**src/rtl/ripple_count_tracker.sv**
```systemverilog
// Purpose: filter a 4-bit ripple-counter code into clk, accept only stable codes, extend to WIDTH bits.
// Latency: a code held on cq_in from before edge k is acted on at edge k+2 (registered outputs, 3 edges).
// Backpressure: none; the upstream counter free-runs and each accepted code is consumed once.
//
// Ports:
//   clk, reset        system clock, synchronous active-high reset
//   cq_in             raw ripple-counter value, asynchronous to clk
//   en                count enable (codes are still tracked when low)
//   clear             synchronous clear of count, flags and seed
//   thresh            compare value for thresh_hit
//   cnt_out           extended accepted count (WIDTH legal range 5..16)
//   step_pulse        one-cycle pulse per accepted +1 step
//   wrap_pulse        one-cycle pulse on an accepted 15->0 step
//   thresh_hit        sticky, set when cnt_out becomes equal to thresh
//   glitch_err        sticky, set on any accepted non-+1 change
module ripple_count_tracker #(
    parameter int WIDTH          = 8,
    parameter bit STOP_AT_THRESH = 1'b1
) (
    input  logic             clk,
    input  logic             reset,
    input  logic [3:0]       cq_in,
    input  logic             en,
    input  logic             clear,
    input  logic [WIDTH-1:0] thresh,
    output logic [WIDTH-1:0] cnt_out,
    output logic             step_pulse,
    output logic             wrap_pulse,
    output logic             thresh_hit,
    output logic             glitch_err
);

    typedef enum logic [1:0] {
        ST_INIT  = 2'd0,
        ST_TRACK = 2'd1,
        ST_HOLD  = 2'd2
    } state_t;

    state_t           state_q;
    state_t           state_d;
    logic [3:0]       s1;
    logic [3:0]       s2;
    logic [3:0]       last_q;
    logic [3:0]       last_d;
    logic [3:0]       delta;
    logic [WIDTH-1:0] cnt_d;
    logic [WIDTH-1:0] cnt_inc;
    logic             step_d;
    logic             wrap_d;
    logic             hit_d;
    logic             glitch_d;
    logic             stable;
    logic             accept;

    // Two equal consecutive samples mean the ripple chain has settled.
    assign stable  = (s1 == s2);
    assign accept  = stable && (s2 != last_q);
    // 4-bit subtraction gives the modulo-16 step, so 15->0 reads as +1.
    assign delta   = s2 - last_q;
    assign cnt_inc = cnt_out + {{(WIDTH-1){1'b0}}, 1'b1};

    always_comb begin
        state_d  = state_q;
        last_d   = last_q;
        cnt_d    = cnt_out;
        step_d   = 1'b0;
        wrap_d   = 1'b0;
        hit_d    = thresh_hit;
        glitch_d = glitch_err;

        if (clear) begin
            state_d  = ST_INIT;
            cnt_d    = '0;
            hit_d    = 1'b0;
            glitch_d = 1'b0;
        end else begin
            case (state_q)
                // Seed from the first stable pair; straight out of reset
                // that pair is the zeroed sampler itself.
                ST_INIT: begin
                    if (stable) begin
                        last_d  = s2;
                        state_d = ST_TRACK;
                    end
                end
                ST_TRACK: begin
                    if (accept) begin
                        last_d = s2;
                        if (delta != 4'd1) begin
                            glitch_d = 1'b1;
                        end else if (en) begin
                            cnt_d  = cnt_inc;
                            step_d = 1'b1;
                            wrap_d = (last_q == 4'hF);
                            if (cnt_inc == thresh) begin
                                hit_d = 1'b1;
                                if (STOP_AT_THRESH) begin
                                    state_d = ST_HOLD;
                                end
                            end
                        end
                    end
                end
                // Count frozen; keep following the code so a later clear
                // reseeds from a fresh stable value anyway.
                ST_HOLD: begin
                    if (accept) begin
                        last_d = s2;
                    end
                end
                default: begin
                    state_d = ST_INIT;
                end
            endcase
        end
    end

    always_ff @(posedge clk) begin
        if (reset) begin
            s1         <= 4'd0;
            s2         <= 4'd0;
            last_q     <= 4'd0;
            state_q    <= ST_INIT;
            cnt_out    <= '0;
            step_pulse <= 1'b0;
            wrap_pulse <= 1'b0;
            thresh_hit <= 1'b0;
            glitch_err <= 1'b0;
        end else begin
            s1         <= cq_in;
            s2         <= s1;
            last_q     <= last_d;
            state_q    <= state_d;
            cnt_out    <= cnt_d;
            step_pulse <= step_d;
            wrap_pulse <= wrap_d;
            thresh_hit <= hit_d;
            glitch_err <= glitch_d;
        end
    end

endmodule
```
**config.mk**
```make
export PLATFORM = sky130hd
export DESIGN_NAME = ripple_count_tracker
export DESIGN_NICKNAME = d
export VERILOG_FILES = /design/src/rtl/ripple_count_tracker.sv
export SDC_FILE = /design/constraint.sdc
export NUM_CORES = 1
export LEC_CHECK = 0
export CORE_ASPECT_RATIO = 1.2
export CORE_MARGIN = 2
export CORE_UTILIZATION = 46
export DETAILED_ROUTE_END_ITERATION = 8
export GPL_TIMING_DRIVEN = 0
export PLACE_DENSITY = 0.72
export SKIP_LAST_GASP = 1
export SLEW_MARGIN = 5
export SYNTH_ARGS = -nofsm -noshare
export SYNTH_HDL_FRONTEND = slang
export SYNTH_SLANG_ARGS = --single-unit
```
**constraint.sdc**
```tcl
create_clock -name clk -period 2.35 [get_ports clk]
set_input_delay 0.47 -clock clk [delete_from_list [all_inputs] [get_ports clk]]
set_output_delay 0.47 -clock clk [all_outputs]
set_load 0.02 [all_outputs]
```
# Word-level counts from Yosys, hierarchy flattened
# Index checks and enable logic that the tools add are counted.
# totals
ff_bits,26
rom_bits,0
mem_bits_rw,0
inputBits,16
latch_bits,0
out_inout_bits,12
memories,0
word_cells,52
# op_classes
div_mod_pow,0
shifts,0
n_addsub,2
n_mux,10
bitwise,6
mul,0
n_lt_le_gt_ge,0
reduce_logical,12
eq_ne,13
# ops
op,count
2-bit two-way mux,5
2-bit != test (second input constant),5
8-bit by 1-bit adder with 8-bit output (second input constant),1
8-bit == test,1
4-bit two-way mux,2
4-bit one-hot mux with 2 select lines,1
4-bit AND reduction,2
1-bit NOT,6
2-bit one-hot mux with 3 select lines,1
6-bit AND reduction,1
6-bit OR reduction,1
5-bit AND reduction,1
5-bit OR reduction,1
4-bit == test,1
4-bit == test (second input constant),1
4-bit by 1-bit != test with 1-bit output (second input constant),1
4-bit != test,1
2-bit OR reduction,2
4-bit subtractor,1
3-bit AND reduction,1
2-bit by 1-bit == test with 1-bit output (second input constant),1
2-bit == test (second input constant),1
2-bit zero test,1
2-bit by 1-bit != test with 1-bit output (second input constant),1
3 further kinds,3

# Depth between registers and ports, before layout
# logic_depth
ltp_word,7
mapped_depth,9
mapped_depth_nobuf,8

# Worst setup path before layout
# No wires, ideal clock.
# synth_path
kind,reg2reg
startpoint,register s2[0]
endpoint,register state_q[0]
path_slack_ns,0.093
arrival_time_ns,2.194
period_less_slack_ns,2.257
path_buffers,0
stages_incl_launch_ff,9
setup_ns,0.063
t_required_ns,2.287
cell_sequence,dfxtp_1 > inv_1 > ha_1 > fa_1 > nor2b_1 > o2111ai_2 > or3_1 > or3_1 > nand3_1
# synth_between
elab_chain_cells,4
elab_cells_between_ends,9
cone_classes,1 x add/sub; 6 x eq/ne; 2 x reduce/logical
# synth_lines
element,line,rtl
start: declaration,42,logic [3:0] s2;
start signal: assignment,121,s2 <= 4'd0;
start signal: assignment,131,s2 <= s1;
"4-bit subtractor, or another cell as far along",59,assign delta = s2 - last_q;
4-bit by 1-bit != test with 1-bit output / 1-bit logical AND (equally long branches),"89, 57",
2-bit != test (no source line),-,
6-bit AND reduction (no source line) *,-,
end signal: assignment,133,state_q <= state_d;
end: declaration,39,state_t state_q;
# Mark *: on every way between the ends. The rest lies on a longest branch, timed or not.
# A chain may end at the register's enable or synchronous reset.

# Worst setup path after layout
# Same ends and word-level chain as after synthesis.

==> impl_metrics.yaml <==
yosys:
  synth_cell_type_count: 44
  ys_warn_count: 0
  synth_most_common_cell: "dfxtp_1"
  syn-num-nets: 192
  ys_ff_latch: 26
  synth_area_leader_cell: "dfxtp_1"
  synth_async_sr_flop_share_pct: 0
  synth_area_leaders: "dfxtp_1 35%, ha_1 6.7%, xnor2_1 6.5%, nor2_1 5.0%, xor2_1 4.7%"
  synthFlopType: "dfxtp_1"
  netlist_area_um2: 1490
  syn_inst: 167
  synth_seq_area_share_pct: 34.9
  syn_area_per_cell_um2: 8.93
  synthTopCellsByCount: "26 x dfxtp_1, 20 x nor2_1, 11 x xnor2_1"
  synth_edf_count: 0
  synth_top_area_share_pct: 34.9
pwr:
  clkPwrFrac_pct: 33.6
  p_leak_nw: 0.693
  power-per-cell-area_nw_per_um2: 482
  ir_worst_vdd_v: 0.000377
  swShare_pct: 24.1
  p_comb_share_pct: 16.8
  p_seq_share_pct: 49.7
  p_sw_mw: 0.224
  power.total_mw: 0.927
  p_int_mw: 0.703
clocking:
  clk_pin_slew_ns: 0.15
  root_buffer: "clkbuf_4"
  cts.sinks: 26
  clockBufferDepth: 2
  cts_tree: "done"
  clk_latency_ns: 0.32
  cts_buffers: 3
  cts.hold.buffers_added: 0
  ctsHtreeMaxLevel: 1
grt:
  antenna_found_initial: 0
  grt_use_met3_pct: 2.94
  grt_max_degree: 16
  grt_overflow: 0
  use_met1_pct: 19.5
  grt_pass1_vias: 1200
  grt_most_used_layer: "met2"
  gr-usage-met2_pct: 33.8
  grt_usage_pct: 17.7
  grt_first_pass_wirelength_um: 5260
placed_design:
  numPortBuffers: 27
  place_congestion: 0.783
  dp_hpwl_um: 2400
  pre_cts_slack_ns: -0.118
worst_hold_path:
  hold-path-endpoint: "s2[0]$_SDFF_PP0_"
  hold_depth: 1
  hold_path.class: "flop to flop"
  hold_start: "s1[0]$_SDFF_PP0_"
floorplanning:
  die_h_um: 66.4
  io_pins: 28
  coreArea_um2: 3080
  dieWidth_um: 56.0
  rows: 22
  initial_utilization_pct: 48.4
  die-area_um2: 3720
timing:
  min_period_ns: 2.30
  rsz0062_at_grt: "yes"
  layout_setup_ws_ns: 0.0535
  maxSlewViolCount: 0
  setup_viol: 0
  max_freq_ghz: 0.435
  min_period_over_period_pct: 97.7
  tightest_slew_ns: 0.475
  maxSlewHeadroom_pct: 68.3
  final_hold_viol_count: 0
  finClkSkew_ns: 0.00333
setup_path:
  worst-r2r-setup-slack_ns: 0.05
  cp_max_fo: 5
  r2r-start: "s2[0]$_SDFF_PP0_"
  reg2reg_to: "state_q[0]$_SDFFE_PP0P_"
  arrival_ns: 2.57
  reg2reg_depth: 8
  criticalPathCategory: "flop to flop"
  startpoint_type: "flop"
  worstPathRequired_ns: 2.62
  end_kind: "flop"
job:
  maxCapViolations: 0
route:
  ant_nets: 0
  vias: 1280
  wl_per_cell_um: 13.4
  vias_per_cell: 5.42
  drc: 0
  drtPass1Iterations: 4
  first_iter_violations: 45
  wirelength_um: 3150
cells_and_area:
  fill_cells: 279
  nets: 226
  area_delta_synth_final_pct: 28.9
  layout-drive-gt1-share_pct: 12.0
  diodes: 0
outcome:
  status: "finished clean"
-- placed cells by master, fill, tap and decap left out, types with 3 or more instances in the layout --
cell | synthesis | final
buf_4 | 0 | 3
clkbuf_1 | 4 | 3
clkbuf_4 | 0 | 3
clkdlybuf4s50_1 | 0 | 27
dfxtp_1 | 26 | 25
ha_1 | 8 | 7
inv_1 | 8 | 8
mux2i_1 | 6 | 6
nand2_1 | 8 | 8
nand2b_1 | 3 | 3
nand3_1 | 7 | 7
nand4_1 | 3 | 3
nor2_1 | 20 | 20
nor2b_1 | 9 | 8
nor3_1 | 6 | 6
o21ai_0 | 4 | 4
xnor2_1 | 11 | 11
xor2_1 | 8 | 7
-- registers in the layout (all words and copies together), names as in the netlist --
| register | cells |
|---|---|
| cnt_out | 8 |
| last_q | 4 |
| s1 | 4 |
| s2 | 4 |
| state_q | 2 |
| glitch_err | 1 |
| step_pulse | 1 |
| thresh_hit | 1 |
| wrap_pulse | 1 |
-- cell families (layout without fill, tap and decap cells) --
| family | Yosys count | in the layout | synth area share (%) |
|---|---|---|---|
| flip-flops | 26 | 26 | 34.9 |
| adder cells (fa/ha/maj) | 9 | 9 | 8.05 |
| multiplexers | 6 | 6 | 4.03 |
| XOR/XNOR | 19 | 19 | 11.2 |
| AO/OA/AOI/OAI | 19 | 19 | 10.8 |
| buffers and inverters | 14 | 47 | 3.61 |
| AND/OR/NAND/NOR | 74 | 74 | 27.4 |
-- how the worst max path moves through the flow --
stage	start	end	slack (ns)	cells after the start
final	s2[0]$_SDFF_PP0_	state_q[0]$_SDFFE_PP0P_	0.05	8
after global routing	s2[0]$_SDFF_PP0_	state_q[0]$_SDFFE_PP0P_	-0.04	8
after CTS	s2[0]$_SDFF_PP0_	state_q[0]$_SDFFE_PP0P_	0.01	8
after detailed placement	s2[0]$_SDFF_PP0_	state_q[0]$_SDFFE_PP0P_	-0.12	8
after global placement	s2[0]$_SDFF_PP0_	state_q[0]$_SDFFE_PP0P_	-0.08	8
after floorplan	s2[0]$_SDFF_PP0_	state_q[0]$_SDFFE_PP0P_	0.09	8
-- metal layers --
layer,up-vias,wire length [um]
met5,-,0
met3,6,101
met4,0,40
li1,639,-
met2,29,1720
met1,606,1290
-- cell type report --
class	instances	area (um^2)	area share, %
Multi-Input combinational cell	127	961	50.0
Inverter	8	30.0	1.56
Sequential cell	26	522	27.1
Timing Repair Buffer	30	293	15.2
Buffer	5	20.0	1.04
Clock buffer	3	22.5	1.17
Clock inverter	1	30.0	1.56
Tap cell	36	45.0	2.34
-- metrics by stage --
step | std cells | area (um^2) | hold WS (ns) | util [%] | TNS (ns)
finish | 236 | 1920 | 0.482 | 62.4 | 0
global route | 236 | 1920 | 0.499 | 62.4 | -0.0508
CTS | 236 | 1900 | 0.493 | 61.6 | 0
detailed placement | 230 | 1810 | 0.467 | 58.6 | -0.261
global placement | 230 | 1810 | 0.449 | 58.6 | -0.128
floorplan | 167 | 1490 | 0.454 | - | 0
-- power groups by stage --
| stage | Clock [mW] | Combinational [mW] | Sequential [mW] |
|---|---|---|---|
| CTS | 0.317 | 0.149 | 0.461 |
| global route | 0.338 | 0.171 | 0.463 |
| floorplan | 0 | 0.0948 | 0.468 |
| finish | 0.311 | 0.156 | 0.461 |
| global placement | 0 | 0.135 | 0.470 |
| detailed placement | 0 | 0.141 | 0.470 |
-- worst max-delay path, cell delays in order (launching register included) --
cell       delay, ns
dfxtp_2         0.37
inv_1           0.05
ha_2            0.19
fa_2            0.51
nor2b_4         0.16
o2111ai_4       0.15
or3_4           0.42
or3_1           0.31
nand3_1         0.08
-- what timing repair did --
item | CTS | global route
gates cloned | 0 | 0
endpoints found under the setup margin | 7 | 11
setup buffers | 2 | 1
gates resized for setup | 4 | 6
pin swaps | 1 | 2
Power figures use the tool's default switching activity.
